`src/rtl/program_loader.sv`:
```
// Assembles big-endian 32-bit words from a byte stream and writes them to program memory from address 0 until HALT.
// Latency: WE is registered one edge after the 4th byte. DONE/ERR rise one edge later. No backpressure: every RX_VALID byte in LOAD is consumed.
// Optional PROGRAM_LOADER_CHECKSUM_EN adds a CHECK state that compares a trailing byte with the mod-256 byte sum.
module program_loader #(
    parameter int          MEM_DEPTH_WORDS = 256,
    parameter logic [31:0] HALT_WORD       = 32'hFFFF_FFFF,
    localparam int         CW              = $clog2(MEM_DEPTH_WORDS + 1)
) (
    input  logic          CLK,
    input  logic          RESET,
    input  logic          START,
    input  logic [7:0]    RX_DATA,
    input  logic          RX_VALID,
    output logic          WE,
    output logic [31:0]   WADDR,
    output logic [31:0]   WDATA,
    output logic          BUSY,
    output logic          DONE,
    output logic          ERR,
    output logic [CW-1:0] WORD_COUNT
);

`ifdef PROGRAM_LOADER_CHECKSUM_EN
    typedef enum logic [2:0] {
        S_IDLE  = 3'd0,
        S_LOAD  = 3'd1,
        S_CHECK = 3'd2,
        S_DONE  = 3'd3,
        S_ERROR = 3'd4
    } state_t;
`else
    typedef enum logic [2:0] {
        S_IDLE  = 3'd0,
        S_LOAD  = 3'd1,
        S_DONE  = 3'd3,
        S_ERROR = 3'd4
    } state_t;
`endif

    state_t      state, state_nxt;
    // Only the three earlier bytes need storing; the fourth is taken straight from RX_DATA.
    logic [23:0] asm_q;
    logic [1:0]  byte_cnt;
    logic        pend;
    logic        pend_err;
    logic [31:0] asm_nxt;
    logic        start_ok;
    logic        byte_in;
    logic        word_done;
    logic        ovf;
    logic        is_halt;

    assign asm_nxt   = {asm_q, RX_DATA};
    assign start_ok  = START && (state == S_IDLE || state == S_DONE || state == S_ERROR);
    assign byte_in   = RX_VALID && (state == S_LOAD) && !pend;
    assign word_done = byte_in && (byte_cnt == 2'd3);
    assign ovf       = word_done && (WORD_COUNT == CW'(MEM_DEPTH_WORDS));
    assign is_halt   = word_done && !ovf && (asm_nxt == HALT_WORD);

`ifdef PROGRAM_LOADER_CHECKSUM_EN
    logic [7:0] sum_q;
    logic       chk_in;

    assign chk_in = RX_VALID && (state == S_CHECK) && !pend;
`endif

    always_ff @(posedge CLK or posedge RESET) begin
        if (RESET) begin
            state <= S_IDLE;
        end else begin
            state <= state_nxt;
        end
    end

    // pend holds a finished outcome for one cycle so DONE/ERR appear the edge after the deciding byte.
    always_comb begin
        state_nxt = state;
        case (state)
            S_IDLE, S_DONE, S_ERROR: begin
                if (START) begin
                    state_nxt = S_LOAD;
                end
            end
            S_LOAD: begin
                if (pend) begin
                    state_nxt = pend_err ? S_ERROR : S_DONE;
                end
`ifdef PROGRAM_LOADER_CHECKSUM_EN
                else if (is_halt) begin
                    state_nxt = S_CHECK;
                end
`endif
            end
`ifdef PROGRAM_LOADER_CHECKSUM_EN
            S_CHECK: begin
                if (pend) begin
                    state_nxt = pend_err ? S_ERROR : S_DONE;
                end
            end
`endif
            default: state_nxt = S_IDLE;
        endcase
    end

    always_comb begin
        BUSY = 1'b0;
        DONE = 1'b0;
        ERR  = 1'b0;
        case (state)
            S_LOAD:  BUSY = 1'b1;
`ifdef PROGRAM_LOADER_CHECKSUM_EN
            S_CHECK: BUSY = 1'b1;
`endif
            S_DONE:  DONE = 1'b1;
            S_ERROR: ERR  = 1'b1;
            default: ;
        endcase
    end

    always_ff @(posedge CLK or posedge RESET) begin
        if (RESET) begin
            asm_q      <= '0;
            byte_cnt   <= '0;
            pend       <= 1'b0;
            pend_err   <= 1'b0;
            WE         <= 1'b0;
            WADDR      <= '0;
            WDATA      <= '0;
            WORD_COUNT <= '0;
`ifdef PROGRAM_LOADER_CHECKSUM_EN
            sum_q      <= '0;
`endif
        end else begin
            WE   <= 1'b0;
            pend <= 1'b0;
            if (WE) begin
                WORD_COUNT <= WORD_COUNT + 1'b1;
            end
            if (start_ok) begin
                asm_q      <= '0;
                byte_cnt   <= '0;
                pend_err   <= 1'b0;
                WORD_COUNT <= '0;
`ifdef PROGRAM_LOADER_CHECKSUM_EN
                sum_q      <= '0;
`endif
            end else if (byte_in) begin
                asm_q    <= asm_nxt[23:0];
                byte_cnt <= byte_cnt + 2'd1;
`ifdef PROGRAM_LOADER_CHECKSUM_EN
                sum_q    <= sum_q + RX_DATA;
`endif
                if (ovf) begin
                    pend     <= 1'b1;
                    pend_err <= 1'b1;
                end else if (word_done) begin
                    WE    <= 1'b1;
                    WADDR <= 32'(WORD_COUNT) << 2;
                    WDATA <= asm_nxt;
`ifndef PROGRAM_LOADER_CHECKSUM_EN
                    if (is_halt) begin
                        pend     <= 1'b1;
                        pend_err <= 1'b0;
                    end
`endif
                end
            end
`ifdef PROGRAM_LOADER_CHECKSUM_EN
            else if (chk_in) begin
                pend     <= 1'b1;
                pend_err <= (RX_DATA != sum_q);
            end
`endif
        end
    end

endmodule
```
`config.mk`:
```
export PLATFORM = sky130hd
export DESIGN_NAME = program_loader
export DESIGN_NICKNAME = d
export VERILOG_FILES = /design/src/rtl/program_loader.sv
export SDC_FILE = /design/constraint.sdc
export NUM_CORES = 1
export LEC_CHECK = 0
export BUFFER_PORTS_ARGS = -buffer_cell sky130_fd_sc_hd__buf_2
export CAP_MARGIN = 20
export CORE_MARGIN = 2
export CORE_UTILIZATION = 57
export DETAILED_ROUTE_END_ITERATION = 7
export PLACE_DENSITY = 0.83
export SYNTH_ARGS = -nofsm -noshare
export SYNTH_HDL_FRONTEND = slang
export SYNTH_SLANG_ARGS = --single-unit
```
`constraint.sdc`:
```
create_clock -name CLK -period 4.89 [get_ports CLK]
set_input_delay 0.489 -clock CLK [delete_from_list [all_inputs] [get_ports CLK]]
set_output_delay 0.489 -clock CLK [all_outputs]
set_load 0.005 [all_outputs]
```
==> results of run 1 <==
[state kept, by name, indices dropped and copies added (netlist names)]
name and count:
WDATA 32, asm_q 24, WADDR 9, WORD_COUNT 9, state 3, byte_cnt 2, WE 1, pend 1
pend_err 1
[worst register-to-register path: cells and delay by family (launching register included)]
kind	cells	cell delay, ps
multiplexers	1	590
flip-flops	1	430
AND/OR/NAND/NOR	3	1980
[worst paths after layout]
| kind | start | to | slack (ps) | cells after the start |
|---|---|---|---|---|
| setup reg to reg | state[2] | WADDR[2] | 1780 | 4 |
| max in group asynchronous | RESET | state[1] | 3810 | 3 |
| min in group asynchronous | RESET | WORD_COUNT[3] | 450 | 3 |
| hold reg to reg | WDATA[1] | WDATA[1] | 510 | 1 |
| setup / recovery | state[2] | WADDR[2] | 1780 | 4 |
| hold / removal | RX_DATA[1] | asm_q[1] | 380 | 3 |
[layer usage]
metal	part of all wire [%]	global-route usage [%]	vias to the layer above
met2	48	29.1	99
li1	-	-	1141
met5	0	0	-
met4	1.4	8.80	0
met1	44	31.9	1229
met3	6.5	3.93	11
[layout by cell type, fill, tap and decap left out, types with 3 or more instances in the layout]
| cell | count |
|---|---|
| nand3_1 | 26 |
| xor2_1 | 5 |
| clkinv_2 | 3 |
| ha_1 | 3 |
| buf_2 | 65 |
| conb_1 | 23 |
| nand4_1 | 10 |
| mux2_4 | 38 |
| mux2_2 | 3 |
| clkbuf_8 | 10 |
| o21ai_0 | 4 |
| nand2_1 | 60 |
| inv_1 | 3 |
| a21oi_1 | 4 |
| nor2b_1 | 3 |
| dfrtp_1 | 82 |
| nor2_1 | 12 |
[cell usage after synthesis, drive strengths merged]
master  instances
or3             2
nand2          60
o21ai           5
xor2            5
nor4b           2
clkbuf          7
nor4            2
o221a           1
and3b           2
nor2           12
nand4b          1
a21oi           4
inv             4
dfrtp          82
o21a            1
mux2i           1
nand4          10
ha              3
buf            28
nor2b           3
xnor2           1
and3            2
mux2           41
nor3b           1
and2            1
nand3          27
nand3b          1
a32oi           1
conb            1
[area by class of cell]
cell class	count	area, um^2	area share [%]
Tap cell	77	96.3	2.32
Multi-Input combinational cell	212	1470	35.3
Timing Repair Buffer	67	340	8.18
Sequential cell	82	2050	49.3
Clock inverter	3	40.0	0.962
Inverter	4	16.3	0.391
Clock buffer	12	145	3.49
[power breakdown]
part	switching (mW)	internal [mW]	total [mW]
sequential	0.181	0.905	1.09
clock	0.225	0.246	0.471
combinational	0.243	0.416	0.659
total	0.650	1.57	2.22
[through the flow]
step	cell area (um^2)	setup slack, ps	hold WS, ps	cells
3_3_place_gp	3980	1980	483	442
6_report	4160	1780	383	457
5_1_grt	4160	1550	390	457
3_5_place_dp	3980	1800	488	442
2_1_floorplan	3790	2290	467	333
4_1_cts	4160	1780	374	457
[cells by family (layout without fill, tap and decap cells)]
logic type                 Yosys count  count (layout)  synth area share [%]
other                                1              23                 0.101
xor gates and xnor gates             6               6                  1.42
buffers and inverters               39              86                  7.19
muxes                               42              42                  16.6
and+or+nand+nor                    126             126                  16.4
adders and majority gates            3               3                  1.01
AOI/OAI and AO/OA                   12              12                  1.96
DFF                                 82              82                  55.4
==> flow_metrics.py, run 1 <==
metrics = {
    "yosys": {
        "synth_area_leaders": "dfrtp_1, mux2_4, nand2_1, buf_4, nand3_1",
        "avgSynthCellArea_um2": 11.9,
        "syn_inst": 311,
        "synth_top_area_share_pct": 55.4,
        "ys_types": 33,
        "yosysWarnings": 0,
        "yosys.area.top_type": "dfrtp_1",
        "syn_area_um2": 3710,
        "synth-seq-cells": 82,
        "ys_seq_area_share_pct": 55.4,
    },
    "setup_path": {
        "path_buf_inv": 0,
        "cp.required_ps": 5110,
        "critical_path.max_fanout": 43,
        "worst_path_max_delay_cell": "and3b_1",
        "startpoint_type": "flop",
        "crit_type": "flop to flop",
        "worst_setup_path_end_kind": "flop",
        "crit_family": "simple AND/OR/NAND/NOR gates",
        "max_stage_delay_ps": 850,
        "arrival_ps": 3330,
        "crit_chain": "nor3b_2 -> and3b_1 -> nand3_4 -> mux2_4",
    },
    "worst_hold_path": {
        "hold_class": "primary input to flop",
    },
    "grt": {
        "grt_pass1_vias": 2322,
        "grt_max_degree": 83,
        "overflow": 0,
        "antenna_found_initial": 0,
        "grt_pass1_wl_um": 11800,
        "grt_util_all_layers_pct": 20.8,
    },
    "drt": {
        "vias": 2480,
        "wl_per_cell_um": 15.3,
        "antenna_left": 0,
        "wirelength_um": 7000,
        "vias_per_cell": 5.43,
        "drc_errors": 0,
        "drt_iter0_markers": 173,
        "firstDrtPassIters": 4,
    },
    "floorplan": {
        "start_util_pct": 58.7,
        "core_um2": 6310,
        "fp.dieH_um": 84.6,
        "pin_count": 89,
        "dieArea_um2": 7160,
        "die_w_um": 84.6,
        "floorplan.rows": 29,
    },
    "cells_and_area": {
        "area_delta_synth_final_pct": 12.3,
        "fillers": 496,
        "nets": 391,
        "n_antenna_cell": 0,
        "final_util_pct": 65.9,
        "layout-drive-gt1-share_pct": 32.9,
    },
    "sta": {
        "final.period_utilization_pct": 63.6,
        "finalMaxSlewViolations": 0,
        "rsz0062_at_grt": "false",
        "hold_viol": 0,
        "setup_viol": 0,
        "clock.fmax_mhz": 321,
        "fin_skew_ps": 7.75,
        "timing.final.crit_period_ps": 3110,
        "slew_headroom_pct": 33.0,
        "worst_slew_pin_slew_ps": 1000,
        "fin_tns_setup_ps": 0,
    },
    "cts": {
        "numClockSinks": 82,
        "numCtsBuffers": 9,
        "cts_max_level": 3,
        "cts_buffer_depth": 2,
        "post_cts_resized": 0,
        "cts_tree": "yes",
        "cts_setup_buffers": 0,
        "cts_hold_buf": 0,
        "insertion_delay_ps": 340,
        "cts_root_buf": "clkbuf_8",
        "clk_pin_slew_worst_paths_ps": 80,
    },
    "pwr": {
        "power.leakage_nw": 2.19,
        "ir_drop_mv": 0.250,
        "finalPower_mw": 2.22,
        "power_density_nw_per_um2": 533,
    },
    "place": {
        "portBuffers": 65,
        "dp_hpwl_um": 4840,
        "place.gp.congestion": 0.807,
    },
    "job": {
        "drv_cap": 0,
    },
    "run_status": {
        "status": "finished, final reports clean",
    },
}
(Power assumes the default switching activity.)
==> run 2, diff against run 1 <==
CORE_UTILIZATION = 53   (was 57)
PLACE_DENSITY = 0.78   (was 0.83)
clock period = 3.1 ns   (was 4.89 ns; I/O delays follow)
==> flow_metrics.py, run 2 (synthesis results as in run 1) <==
metrics = {
    "run_status": {
        "status": "finished, final reports clean",
    },
    "cells_and_area": {
        "largest_reg_flops": 32,
        "layout_commonest_cell": "dfrtp_1",
        "reg.largest.list": "WDATA: 32 flops, asm_q: 24 flops",
        "regMostFlops": "WDATA",
        "area_delta_synth_final_pct": 14.4,
        "final_cell_mix": "dfrtp_1, buf_2, nand2_1",
        "n_antenna_cell": 0,
        "layout-drive-gt1-share_pct": 34.1,
        "nets": 394,
    },
    "sta": {
        "final.period_utilization_pct": 75.9,
        "slew_headroom_pct": 44.2,
        "finalMaxSlewViolations": 0,
        "fin_tns_setup_ps": 0,
        "worst_slew_pin_slew_ps": 836,
        "setup_viol": 0,
        "hold_viol": 0,
        "timing.final.crit_period_ps": 2350,
        "fin_skew_ps": 9.64,
        "clock.fmax_mhz": 425,
        "rsz0062_at_grt": "false",
    },
    "grt": {
        "grt_pass1_vias": 2394,
        "grt_max_degree": 49,
        "overflow": 0,
        "antenna_found_initial": 0,
        "grt_util_all_layers_pct": 20.4,
        "grt_pass1_wl_um": 12000,
    },
    "drt": {
        "vias": 2472,
        "wl_per_cell_um": 15.0,
        "firstDrtPassIters": 4,
        "drc_errors": 0,
        "vias_per_cell": 5.15,
        "wirelength_um": 7200,
        "antenna_left": 0,
        "drt_iter0_markers": 158,
    },
    "pwr": {
        "p_switching_mw": 1.06,
        "swShare_pct": 29.5,
        "finalPower_mw": 3.60,
        "p_comb_share_pct": 28.9,
        "p_int_mw": 2.54,
        "seq_power_share_pct": 47.6,
        "clkPwrFrac_pct": 23.5,
        "power.leakage_nw": 2.21,
        "power_density_nw_per_um2": 848,
        "ir_drop_mv": 0.391,
    },
    "setup_path": {
        "arrival_ps": 2580,
        "startpoint_type": "flop",
        "worst_setup_path_end_kind": "flop",
        "crit_type": "flop to flop",
        "max_stage_delay_ps": 620,
        "path_buf_inv": 1,
        "critical_path.max_fanout": 43,
        "worst_path_max_delay_cell": "nand3_4",
        "crit_family": "simple AND/OR/NAND/NOR gates",
        "cp.required_ps": 3330,
        "r2r-start": "WORD_COUNT[0]",
        "setup.worst_path.start": "WORD_COUNT[0]",
        "crit_chain": "inv_1 -> ha_1 -> nor4b_1 -> nand2_1 -> nand3_4 -> mux2_4",
    },
    "floorplan": {
        "floorplan.rows": 30,
        "die_w_um": 87.6,
        "dieArea_um2": 7680,
        "start_util_pct": 54.5,
        "pin_count": 89,
        "core_um2": 6790,
        "fp.dieH_um": 87.6,
    },
    "cts": {
        "cts_buffer_depth": 2,
        "cts_max_level": 3,
        "post_cts_resized": 0,
        "numClockSinks": 82,
        "clk_pin_slew_worst_paths_ps": 90,
        "insertion_delay_ps": 350,
        "cts_hold_buf": 0,
        "cts_tree": "yes",
        "cts_root_buf": "clkbuf_8",
        "numCtsBuffers": 9,
        "cts_setup_buffers": 0,
    },
    "worst_hold_path": {
        "hold_class": "primary input to async pin",
    },
    "place": {
        "portBuffers": 65,
        "dp_hpwl_um": 4890,
        "place.gp.congestion": 0.788,
    },
    "job": {
        "drv_cap": 0,
    },
}
==> run 2: power groups by stage <==
stage	clock network (mW)	registers (mW)	logic (mW)
floorplan	0	1.71	0.640
global route	0.909	1.77	1.15
global placement	0	1.72	1.02
finish	0.845	1.71	1.04
detailed placement	0	1.73	1.06
CTS	0.859	1.72	1.06
==> run 2: worst reg2reg max path: cells and delay by family, from the launching register on <==
family	cells	cell delay [ps]
simple gates	3	930
mux	1	580
flops	1	460
fa+ha+maj	1	190
buf+inv	1	70
==> run 2: area by class of cell <==
cell class / count / area [um^2]
Clock buffer: 9 / 124
Tap cell: 96 / 120
Fill cell: 558 / 2550
Multi-Input combinational cell: 212 / 1470
Inverter: 4 / 16.3
Sequential cell: 82 / 2050
Timing Repair Buffer: 70 / 363
Clock inverter: 7 / 93.8
==> run 2: path summary, 6_finish.rpt <==
kind	slack (ps)	cells after the start	end
worst max-delay path	750	6	WDATA[3]
min in group CLK	180	3	asm_q[2]
worst max register to register	750	6	WDATA[3]
max in group asynchronous	2260	3	WADDR[6]
worst min register to register	510	1	WDATA[5]
worst min-delay path	90	2	WDATA[12]
==> run 2: through the flow <==
stage / instances / utilization, % / worst slack [ps] / cell area [um^2] / hold WS (ps)
after floorplan: 333 / - / 682 / 3790 / 415
after global placement: 464 / 59.2 / 811 / 4020 / 480
after detailed placement: 464 / 59.2 / 744 / 4020 / 487
after CTS: 480 / 62.4 / 733 / 4240 / 112
after global routing: 480 / 62.4 / 595 / 4240 / 158
final: 480 / 62.4 / 747 / 4240 / 91.8
==> run 2: routing by layer <==
metal / track usage [%] / wire (um) / up-vias
met5: 0 / 0 / -
met3: 5.47 / 464 / 8
met4: 6.71 / 96 / 0
met2: 30.4 / 3320 / 91
li1: - / - / 1148
met1: 29.4 / 3310 / 1225
